$ cat src/rtl/instr_fetch.sv
// instr_fetch: fetch stage of the 16-bit processor.
// Owns the program counter and drives the instruction memory address.
// Absorbs the memory's one-cycle registered read latency and holds each
// fetched word in the instruction register (ir). The word is offered to the
// control unit over an ir_valid / ir_ready handshake.
// A pc_load redirect squashes any fetch or handshake in flight.
// Optional build macro FETCH_PC_TRACE_EN adds the ir_pc output, which is the
// address that the current ir was fetched from.
module instr_fetch #(
    parameter int ADDR_W   = 32'd5,
    parameter int DATA_W   = 32'd16,
    parameter int RESET_PC = 32'd0
) (
    input  logic              MClock,
    input  logic              Resetn,
    input  logic              run,
    output logic [ADDR_W-1:0] mem_addr,
    input  logic [DATA_W-1:0] mem_data,
    output logic [DATA_W-1:0] ir,
    output logic              ir_valid,
    input  logic              ir_ready,
    input  logic              pc_load,
    input  logic [ADDR_W-1:0] pc_in,
    output logic [ADDR_W-1:0] pc
`ifdef FETCH_PC_TRACE_EN
    ,
    output logic [ADDR_W-1:0] ir_pc
`endif
);

    localparam logic [ADDR_W-1:0] RESET_PC_V = ADDR_W'(RESET_PC);
    localparam logic [ADDR_W-1:0] PC_ONE     = {{(ADDR_W-1){1'b0}}, 1'b1};

    typedef enum logic [1:0] {
        ST_IDLE    = 2'd0,
        ST_FETCH   = 2'd1,
        ST_CAPTURE = 2'd2,
        ST_VALID   = 2'd3
    } state_t;

    state_t            state_r;
    state_t            state_nx_s;
    logic [ADDR_W-1:0] pc_r;
    logic [DATA_W-1:0] ir_r;
    logic              ir_valid_r;
    logic              capture_en_s;
    logic              accept_s;

    // FSM state register
    always_ff @(posedge MClock or negedge Resetn) begin
        if (!Resetn) begin
            state_r <= ST_IDLE;
        end else begin
            state_r <= state_nx_s;
        end
    end

    // FSM next-state logic; a redirect overrides every state
    always_comb begin
        state_nx_s = state_r;
        if (pc_load) begin
            if (run) begin
                state_nx_s = ST_FETCH;
            end else begin
                state_nx_s = ST_IDLE;
            end
        end else begin
            case (state_r)
                ST_IDLE: begin
                    if (run) begin
                        state_nx_s = ST_FETCH;
                    end else begin
                        state_nx_s = ST_IDLE;
                    end
                end
                ST_FETCH: begin
                    state_nx_s = ST_CAPTURE;
                end
                ST_CAPTURE: begin
                    state_nx_s = ST_VALID;
                end
                ST_VALID: begin
                    if (ir_ready) begin
                        if (run) begin
                            state_nx_s = ST_FETCH;
                        end else begin
                            state_nx_s = ST_IDLE;
                        end
                    end else begin
                        state_nx_s = ST_VALID;
                    end
                end
                default: begin
                    state_nx_s = ST_IDLE;
                end
            endcase
        end
    end

    // FSM output decode: capture strobe and accepted-handshake strobe
    always_comb begin
        capture_en_s = 1'b0;
        accept_s     = 1'b0;
        case (state_r)
            ST_CAPTURE: begin
                capture_en_s = ~pc_load;
            end
            ST_VALID: begin
                accept_s = ir_ready & ~pc_load;
            end
            default: begin
                capture_en_s = 1'b0;
                accept_s     = 1'b0;
            end
        endcase
    end

    // Program counter: redirect wins, otherwise advance once per captured word
    always_ff @(posedge MClock or negedge Resetn) begin
        if (!Resetn) begin
            pc_r <= RESET_PC_V;
        end else if (pc_load) begin
            pc_r <= pc_in;
        end else if (capture_en_s) begin
            pc_r <= pc_r + PC_ONE;
        end else begin
            pc_r <= pc_r;
        end
    end

    // Instruction register: loads memory data only on a non-squashed capture
    always_ff @(posedge MClock or negedge Resetn) begin
        if (!Resetn) begin
            ir_r <= {DATA_W{1'b0}};
        end else if (capture_en_s) begin
            ir_r <= mem_data;
        end else begin
            ir_r <= ir_r;
        end
    end

    // Valid flag: set by a capture, cleared by an accepted beat or a redirect
    always_ff @(posedge MClock or negedge Resetn) begin
        if (!Resetn) begin
            ir_valid_r <= 1'b0;
        end else if (pc_load) begin
            ir_valid_r <= 1'b0;
        end else if (capture_en_s) begin
            ir_valid_r <= 1'b1;
        end else if (accept_s) begin
            ir_valid_r <= 1'b0;
        end else begin
            ir_valid_r <= ir_valid_r;
        end
    end

`ifdef FETCH_PC_TRACE_EN
    logic [ADDR_W-1:0] ir_pc_r;

    // Fetch-address trace: remembers the pre-increment pc of the captured word
    always_ff @(posedge MClock or negedge Resetn) begin
        if (!Resetn) begin
            ir_pc_r <= RESET_PC_V;
        end else if (capture_en_s) begin
            ir_pc_r <= pc_r;
        end else begin
            ir_pc_r <= ir_pc_r;
        end
    end

    assign ir_pc = ir_pc_r;
`endif

    assign mem_addr = pc_r;
    assign pc       = pc_r;
    assign ir       = ir_r;
    assign ir_valid = ir_valid_r;

endmodule

$ cat config.mk
export PLATFORM = sky130hd
export DESIGN_NAME = instr_fetch
export DESIGN_NICKNAME = d
export VERILOG_FILES = /design/src/rtl/instr_fetch.sv
export SDC_FILE = /design/constraint.sdc
export NUM_CORES = 1
export LEC_CHECK = 0
export BUFFER_PORTS_ARGS = -buffer_cell sky130_fd_sc_hd__buf_2
export CAP_MARGIN = 10
export CORE_ASPECT_RATIO = 0.5
export CORE_MARGIN = 5
export CORE_UTILIZATION = 31
export CTS_BUF_LIST = sky130_fd_sc_hd__clkbuf_4 sky130_fd_sc_hd__clkbuf_8
export DETAILED_ROUTE_END_ITERATION = 10
export PLACE_DENSITY = 0.58
export SYNTH_ARGS = -nofsm -noshare
export SYNTH_HDL_FRONTEND = slang
export SYNTH_SLANG_ARGS = --single-unit
$ cat constraint.sdc
create_clock -name MClock -period 1.26 [get_ports MClock]
set_input_delay 0.189 -clock MClock [delete_from_list [all_inputs] [get_ports MClock]]
set_output_delay 0.189 -clock MClock [all_outputs]
set_load 0.05 [all_outputs]
==> out/results.txt, run 1 <==
The number of non-filler instances in the completed layout is 176, and the ratio of total power to cell area is 2250 nW/um2. The first-pass GRT wire length came out at 3.68 mm. For the worst flop-to-flop path, the logic depth is 4.

Setup repair after global routing could not meet its margin everywhere. The initial antenna violation count was 0. In this run the register-to-register setup slack is 0.001 ns. The prevailing post-synth register cell was dfrtp_1. The clock reaches the later pin of the worst-skew pair after 0.27 ns. Yosys instantiated no cell more often than dfrtp_1.

The core region is 3100 um2. Yosys mapped a number of flops with a built-in enable equal to 0. The final net count was 164; the top fanout value on the critical path was 16. The floorplan step set the die height to 50.8 um. In this run the post-CTS setup repair buffer count came out at 0. The tools report the reg-to-reg endpoint as ir[0]. The worst path in the final design needs a cycle of 1.26 ns, including I/O delays and setup. The critical path starts at state_r[0]. The floorplan step defined a die boundary enclosing 4640 um2. In this run the critical register-to-register path is launched from state_r[0].

The first-pass iteration count of the detailed router came out at 6. The clock slew at the register clock pins of the worst setup and hold paths came out at 0.09 ns. The setup clock skew after layout came out at 0.00250 ns. The cell family with the largest share of critical-path delay is flip-flops. By count the netlist is led by dfrtp_1 (24), mux2_2 (16), buf_4 (5), nand2_1 (5), o21ai_0 (5). The tools report the via count of the first global-routing pass as 787. Endpoint type of the worst setup path: a flop.

For the count of max-cap constraint violations, the log shows 0. At the worst endpoint, the arrival time is 1.42 ns. The run gives 0.695 nW as the static leakage power.

Number of distinct library cells after synthesis: 22. STA classifies the critical path startpoint as a flop. Entering global routing, the biggest net connects 25 pins. Counting flops and latches in the post-synthesis netlist gives 24. TritonCTS built the clock tree. For this run, asynchronously set or reset flops after synthesis account for 100%. The flow ran to the end, and the final reports show no timing, DRC or antenna violations. The share of post-route cells with drive strength above 1 works out to 61.8%.

Buffer levels on the longest clock path: 2. The buffering stage count on the worst path with inverters included was 1. Cell type of the slowest stage on the worst timing path: dfrtp_1.

The average instance in the mapped netlist occupies 12.7 um2. The number of clock buffers added by TritonCTS is 3. The area of the mapped netlist is 1030 um2, and the largest incremental delay on the critical path is 0.38 ns. Measured against its own limit, the worst slew margin works out to 64.3%.

The peak supply drop was 0.646 mV. After floorplanning, the core was divided into 14 placement rows. Counting every net in the synthesized netlist gives 108. The run gives 0 as the count of synthesis-stage warnings from yosys.

The cell sitting at the root of the clock tree is a clkbuf_8. The die is 91.5 um wide. Dividing the detail-routed via count by the number of cells gives 4.48. The core utilization of the finished layout is 46.7%, and the mean routed wirelength per cell is 12.4 um. The routability congestion estimate from global placement is 0.707, and the share of the yosys chip area belonging to registers is 58.3%. 0 antenna diodes ended up in the layout. For the global-route total usage across every layer, the log shows 10.0%. The critical path is of the reg -> reg type. The biggest area contributor in the post-synthesis netlist is dfrtp_1. The most critical setup path has its endpoint at ir[0]. Relative to the synthesized area, the layout overhead comes to 40.5%.

After the first detailed-routing iteration, the DRC count stood at 13. Data required time at the worst endpoint: 1.42 ns. After detailed routing, the number of remaining DRC violations is 0. For the post-route total power, the log shows 3.26 mW.

After synthesis, the cell types taking the most area are dfrtp_1 (58%), mux2_2 (17%), buf_4 (3.6%). The class of the tightest hold or removal check is in -> reg. The top-area cell type share of the netlist area is 58.3%, and the post-synthesis instance total is 81.

The total via count after detailed routing was 789. The number of buffers added on ports works out to 52. After global routing the overflow that remains totals 0.

The run gives 0 as the final count of negative-setup-slack endpoints. Counting every sink on the clock net gives 24. For this run, the top clock speed supported by timing is 794 MHz. The logs give 171 for the cell count after placement and 53 for the top-level port count.

The number of pins with negative max-slew slack in the final report is 0, and the instance count on the critical path is 4. The post-detailed-placement half-perimeter wirelength came out at 1.65 mm. The run gives 0 as the remaining antenna violation count after routing.

The final layout contains routed wiring with a total length of 2.18 mm. The number of levels in the clock H-tree is 1. The initial utilization of the core area, before any placement, comes to 33.2%. The post-route clock period utilization is 99.9%, and the count of final hold-check violations is 0. At the pin with the least slew margin, the transition time is 0.536 ns. The signal on the critical path passes through nand2b_4 -> nor2_4 -> buf_12 -> mux2_2.
[logic make-up (layout without fill, tap and decap cells)]
logic type               count (synthesis)  in the layout  share of synthesized area [%]
AO/OA/AOI/OAI                           12             12                           6.20
buffers and inverters                    9             64                           5.83
XOR/XNOR                                 2              2                           1.70
multiplexers                            17             17                           18.5
AND/OR/NAND/NOR                         16             16                           8.26
flip-flops                              24             24                           58.3
adder cells (fa/ha/maj)                  1              1                           1.21
[through the flow]
stage	setup slack, ns	instance area (um2)	TNS (ns)	hold slack (ns)
2_1_floorplan	-0.0747	1050	-0.814	-0.107
3_3_place_gp	0.0148	1360	0	0.210
3_5_place_dp	-0.00256	1360	-0.00256	0.211
4_1_cts	-0.0102	1440	-0.0836	0.120
5_1_grt	-0.0603	1450	-0.855	0.129
6_report	0.00104	1450	0	0.121
[state kept, by name, indices dropped and copies added, names as in the netlist]
signal    flops
ir           16
state_r       2
ir_valid      1
mem_addr      5
[worst register-to-register path, delay by kind of cell, from the launching register on]
kind	cells	cell delay, ns
DFF	1	0.38
muxes	1	0.34
and+or+nand+nor	2	0.27
buffers and inverters	1	0.16
[layout by cell type, fill, tap and decap left out, types with 2 or more instances in the layout]
master / Yosys / layout
a21oi_1: 4 / 4
a31oi_1: 2 / 2
buf_2: 0 / 52
buf_4: 5 / 4
clkbuf_8: 0 / 3
dfrtp_1: 24 / 21
dfrtp_2: 0 / 3
inv_1: 2 / 2
mux2_2: 16 / 15
nand2_1: 5 / 5
nor2_1: 4 / 4
o21ai_0: 5 / 5
or3_1: 2 / 2
[area by class of cell]
class	count	area, um2
clock inverter	1	30.0
sequential	24	604
clock buffer	3	41.3
multi-input combinational	48	393
inverter	2	7.51
timing repair buffer	58	320
tap	40	50.0
fill	319	1650
[layer usage]
metal / global-route usage [%] / routed length [um]
met1: 10.9 / 923
met3: 4.18 / 155
met4: 3.00 / 0
met2: 18.0 / 1100
met5: 0 / 0
[power by group]
| part | internal (mW) | switching [mW] |
|---|---|---|
| clock | 0.425 | 0.259 |
| sequential | 0.993 | 0.119 |
| combinational | 0.402 | 1.06 |
[repair_timing]
action	in CTS	in global routing
cloned	0	0
hold buffers	1	0
endpoints found under the hold margin	24	0
gates resized for setup	1	1
setup endpoints to repair	16	18
[how the worst min path moves through the flow]
stage | startpoint | to | slack (ns) | cells past startpoint
floorplan | Resetn | ir[0] | -0.11 | 0
global placement | Resetn | ir_valid | 0.21 | 1
detailed placement | Resetn | ir_valid | 0.21 | 1
CTS | pc_in[0] | mem_addr[0] | 0.12 | 3
global route | pc_in[0] | mem_addr[0] | 0.13 | 3
finish | pc_in[0] | mem_addr[0] | 0.12 | 3
Note: power is estimated with default switching activity, not from simulation.
==> run 2: changes to the inputs <==
MAX_ROUTING_LAYER = met4   (was unset)
RECOVER_POWER = 50   (was unset)
==> run 2 against run 1 <==
Utilization unchanged. Worst hold slack gained 0.0013 ns. Cell count unchanged. Sequential power about the same. Global-route usage rose by 0.32 points. Clock power is essentially flat. Die area unchanged.
==> out/results.txt, run 2 (same netlist as run 1, synthesis figures left out) <==
Endpoint type of the worst setup path: a flop. Clock-pin slew was measured on the worst setup and hold paths at 0.09 ns. Between clock sinks in the finished design, the worst skew comes to 0.00184 ns.

The tools report the number of design-rule violations left by the first detailed-router iteration as 13. The die is 91.5 um wide. In the final layout, the multi-input gates occupy 393 um2. For the via count of the first global-routing pass, the log shows 787. At the end of routability-driven placement, the weighted congestion stood at 0.715. The number of cells on the worst reg-to-reg path is 4. Global routing finished with a remaining overflow of 0.

Setup repair after global routing could not meet its margin everywhere. Across all hold checks on the routed design, the worst slack comes to 0.122 ns. The run gives 0.002 ns as the reg-to-reg setup timing slack. The sum of routed wire length over all layers is 2.16 mm. Number of vias per cell: 4.41. The most common library cell in the layout ignoring fill and taps was buf_2. The logs give 33.2% for the initial core utilization and 0 for the initial antenna violation count. The count of final hold-check violations was 0; the data arrival time of the critical path was 1.42 ns. STA puts the critical path data required time at 1.42 ns. 53 I/O pins were placed.

The first-pass GRT wire length was 3.68 mm; the final critical-path required period was 1.26 ns. Along the worst path, the maximum fanout reaches 16. The buffer levels on the longest clock path is 2, and the least setup slack across all paths after layout is 0.00193 ns. TritonCTS built the clock tree. The initialized floorplan defines 14 standard-cell rows. TritonCTS buffer count: 3. The number of levels in the clock H-tree came out at 1. Along the worst hold path, the cell count comes to 3.

The cell count after placement is 171, and the register cell area after layout is 604 um2. Clock tree synthesis found a total of 24 sinks. Setup violations remaining at the end of the flow were counted as 0. In this run the critical register-to-register path is captured at ir[0]. The sink of the worst hold path was mem_addr[0].

The core region is 3100 um2. The run gives 0.646 mV as the peak supply drop. The uppermost layer routed is met4. For this run, the top clock speed supported by timing is 795 MHz. The startpoint identified for the worst hold timing path is pc_in[0]. The run gives 0.695 nW as the static leakage power.

The run gives 0 as the total inserted antenna cells. The run finished with clean final reports. Total via count after detailed routing: 777. The path type of the worst setup path was reg -> reg. Summed over all nets, wire length on met2 after detailed routing comes to 1.08 mm. The number of setup buffers added after CTS is 0. In this run the tightest slew margin relative to its limit is 60.1%.

Timing analysis after detailed placement gives a worst setup slack of -0.00256 ns. Leaving out filler cells and counting taps, the final layout contains 176. For the remaining antenna violation count after routing, the log shows 0.

The met3 routed wirelength is 131 um, and the ratio of total power to cell area is 2250 nW/um2. The pre-antenna-repair detailed-routing pass consisted of 4 iterations. For this block, wires on met1 add up to 928 um.

The number of pins with negative max-slew slack in the final report came out at 0. The area added between synthesis and finish is 40.5%. In this run the worst hold path is classified as in -> reg. Area of the die: 4640 um2.

The mean routed wirelength per cell is 12.3 um. For the pin with the worst max-slew slack, the measured transition is 0.598 ns. Fill cells in the final layout number 319. Share of post-route cells with drive strength above 1: 61.8%. The clock reaches the later pin of the worst-skew pair after 0.27 ns.

The die is 50.8 um tall. After layout, the worst path uses 99.8% of the clock period. The count of max-cap constraint violations was 0; the number of buffers added on ports was 52.

After detailed routing, the number of remaining DRC violations is 0. The final layout contains 164 nets. The kind of start point of the critical path was a flop.

Startpoint of the most critical register-to-register path: state_r[0]. In the layout the commonest cells are buf_2 (51), dfrtp_1 (21), mux2_2 (15). For this run, the total global-route usage over all layers was measured as 10.3%. Master cell of the clock root buffer: clkbuf_8. Detailed placement finished with a half-perimeter wire length of 1.65 mm.

The register with the most flip-flops in the layout has 16 of them. Entering global routing, the biggest net connects 25 pins.
-- run 2: power by group --
group          total (mW)  internal, mW  leakage [nW]  switching, mW
sequential           1.11         0.993         0.283          0.120
combinational        1.46         0.402         0.377           1.06
clock               0.682         0.425        0.0357          0.257
total                3.26          1.82         0.695           1.44
-- run 2: worst max-delay path by stage --
stage | slack [ns] | from | cells after the start | endpoint
6_report | 0.002 | state_r[0] | 4 | ir[0]
5_1_grt | -0.06 | state_r[0] | 4 | ir[3]
2_1_floorplan | -0.07 | state_r[0] | 4 | ir[10]
4_1_cts | -0.01 | state_r[0] | 4 | ir[4]
3_5_place_dp | -0.003 | state_r[0] | 4 | ir[14]
3_3_place_gp | 0.01 | state_r[0] | 4 | ir[4]
-- run 2: cell type report --
type / count / area share (%)
clock inverter: 1 / 2.08
timing repair buffer: 58 / 22.1
inverter: 2 / 0.519
sequential: 24 / 41.8
tap: 40 / 3.46
clock buffer: 3 / 2.85
multi-input combinational: 48 / 27.2
-- run 2: routing by layer --
metal  GRT usage, %  vias up
li1               -      385
met1           11.1      369
met2           18.0       21
met3           3.88        2
met4           3.00        0
met5              -        -
-- run 2: critical path: stages (launching register included) --
cell and delay [ns]:
dfrtp_1 0.38, nand2b_4 0.15, nor2_4 0.12, buf_12 0.16
mux2_2 0.33
-- run 2: metrics by stage --
step / setup TNS, ns / power [mW] / area [um2] / util [%]
final: 0 / 3.26 / 1450 / 46.7
after global routing: -0.855 / 3.42 / 1450 / 46.7
after CTS: -0.0836 / 3.30 / 1440 / 46.6
after detailed placement: -0.00256 / 2.60 / 1360 / 43.8
after global placement: 0 / 2.59 / 1360 / 43.8
after floorplan: -0.814 / 2.25 / 1050 / -
-- run 2: timing repair --
action	4_1_cts	5_1_grt
endpoints found under the hold margin	24	0
resized for setup	1	1
hold buffers	1	0
endpoints found under the setup margin	16	18
==> run 3: changes to the inputs <==
CORE_ASPECT_RATIO = unset   (was 0.5)
CORE_UTILIZATION = 41   (was 31)
PLACE_DENSITY = 0.73   (was 0.58)
==> run 3 against run 2 <==
The run now ends with negative setup slack left. Utilization rose by 13 points. Wire length grew 12%. Critical path depth is the same. Combinational power is 8% higher. Die area fell by 22%. Cell count down 6.8%. Largest cell class unchanged. First-iteration DRC count is 15% lower. Via count is 2.3% higher.
==> out/results.txt, run 3 (same netlist as run 1, synthesis figures left out) <==
The relative max-transition margin was 60.6%; the sequential group share of total power was 36.4%. Clock latency on the worst-skew pair, taken at its later pin, is 0.31 ns. For the number of levels in the clock H-tree, the log shows 1. The run gives 2 as the buffer levels on the longest clock path. Clock-pin slew was measured on the worst setup and hold paths at 0.13 ns. Sink count of the clock tree: 24. The class of the tightest hold or removal check was in -> reg. The run gives 162 as the final net count. After legalization and detailed placement, the total HPWL measured 1.76 mm. The die is 60.1 um wide. For the sum of routed wire length over all layers, the log shows 2.43 mm. The run finished, with violations left.

After detailed placement, the total cell area comes to 1330 um2. The most common library cell in the layout ignoring fill and taps was buf_2. The core region is 2430 um2.

Once the floorplan was initialized, standard cells occupied 42.3% of the core. The initial antenna violation count was 0; the fmax was 761 MHz. Summing over every cut layer, the via total after detailed routing is 795. Data arrival time of the critical path: 1.52 ns. The static leakage power is 0.715 nW, and the final instance area is 1450 um2. The cell family with the largest share of critical-path delay is flip-flops. The total inserted antenna cells came out at 0. The final critical-path required period is 1.31 ns, and the share of post-route cells with drive strength above 1 is 61.2%. The final reports fail on negative setup slack. The buffering stage count on the worst path with inverters included was 1. Once detail routing completed, the nets flagged for antenna violations numbered 0. During placement, the flow inserted port buffers numbering 52. TritonCTS built the clock tree. The run gives 1.27 mV as the peak supply drop. Clock tree synthesis inserted a total of 3 buffers.

In this run the clock root is driven by a clkbuf_4. The overflow left after global routing is 0. Across the routed clock network, the largest skew measured is 0.00348 ns. The via count of the first global-routing pass was 756; the count of final hold-check violations was 0.

For the final count of negative-setup-slack endpoints, the log shows 17. Max-cap violations in this run came to 0. Setup repair after global routing could not meet its margin everywhere. The cell type of the slowest stage on the worst timing path is dfrtp_1. The mean routed wirelength per cell came out at 14.8 um. On the worst path, the slowest cell contributes a delay of 0.41 ns. The tools report the share of power burned in combinational logic as 50.7%. Dividing the final minimum period by the clock period gives 104%. The die covers 3610 um2. Per report_power, the clock group accounts for 12.8% of the total.

The critical path is of the reg -> reg type. At the pin with the least slew margin, the transition time is 0.591 ns. Ratio of total power to cell area: 2150 nW/um2. The maximum number of pins on one net before global-route repair came out at 25. In the global route stage, overall resource usage came out at 13.8%.

Relative to the synthesized area, the layout overhead comes to 40.9%. The signal on the critical path passes through nand2b_4 -> nor2_4 -> buf_12 -> mux2_2. At the worst endpoint, the required time is 1.47 ns.

The library cells used most frequently in the layout, excluding fill and tap cells, are buf_2 (43), dfrtp_1 (20), mux2_4 (14). After floorplanning, the core was divided into 18 placement rows. In the final timing run, aggregate negative setup slack is -0.443 ns. The top fanout value on the critical path was 16. In this run the vertical extent of the chip is 60.1 um.

Using the TritonRoute via totals, the vias-per-cell ratio works out to 4.85. The first global-routing pass estimated 3.57 mm of wire. The power spent charging and discharging nets came out at 1.45 mW.

Summing internal, switching and leakage power gives 3.12 mW. Routability congestion estimate from global placement: 0.785. The switching power as a share of total power was 46.5%; the least setup slack across all paths after layout was -0.0533 ns.

The register with the most flip-flops in the layout has 16 of them. Internal power comes to 1.67 mW. The detailed router finished its first iteration with 11 violations. During I/O placement, the number of pins put on the boundary was 53.

The tools report the kind of start point of the critical path as a flop. After detailed routing, the number of remaining DRC violations is 0. The run gives 0 as the number of pins with negative max-slew slack in the final report. The first-pass iteration count of the detailed router is 4. The endpoint type of the worst setup path was a flop.
## run 3: path summary, 6_finish.rpt
kind	startpoint	to	slack (ns)	cells past startpoint
setup / recovery	state_r[0]	ir[10]	-0.05	4
hold / removal	pc_in[0]	mem_addr[0]	0.07	3
setup reg to reg	state_r[0]	ir[10]	-0.05	4
hold reg to reg	ir[2]	ir[2]	0.52	1
max in group asynchronous	Resetn	state_r[1]	0.44	2
min in group asynchronous	Resetn	mem_addr[0]	0.40	2
## run 3: repair_timing
action	in CTS	in global routing
endpoints found under the hold margin	24	0
endpoints found under the setup margin	17	27
cloned	0	0
hold buffers	1	0
buffers inserted	0	0
gates resized for setup	3	20
## run 3: layer usage
layer	up-vias	global-route usage (%)	wire length, um
met5	-	-	0
met1	390	16.8	989
li1	379	-	-
met4	0	7.59	41
met3	4	1.51	118
met2	22	22.1	1280
## run 3: layout make-up
cell class	instances	area [um2]
inverter	2	7.51
clock buffer	4	36.3
fill	208	981
tap	30	37.5
sequential	24	606
multi-input combinational	48	439
timing repair buffer	56	325
## run 3: per-stage QoR
| stage | std cells | worst slack, ns | util, % | hold slack, ns |
|---|---|---|---|---|
| 3_3_place_gp | 159 | 0.0205 | 54.7 | 0.188 |
| 6_report | 164 | -0.0533 | 59.7 | 0.0736 |
| 5_1_grt | 164 | -0.123 | 59.7 | 0.0565 |
| 4_1_cts | 164 | -0.0419 | 57.0 | 0.0727 |
| 2_1_floorplan | 81 | -0.0747 | - | -0.107 |
| 3_5_place_dp | 159 | -0.0327 | 54.7 | 0.197 |
## run 3: power by group through the flow
stage	combinational [mW]	clock (mW)	sequential (mW)
after floorplan	0.348	0	1.90
after global placement	1.45	0	1.13
after detailed placement	1.48	0	1.14
after CTS	1.49	0.408	1.13
after global routing	1.64	0.456	1.17
final	1.58	0.401	1.14
## run 3: worst register-to-register path, stage by stage (launching register included)
cell and delay [ns]:
dfrtp_1 0.41, nand2b_4 0.16, nor2_4 0.12, buf_12 0.18, mux2_2 0.35
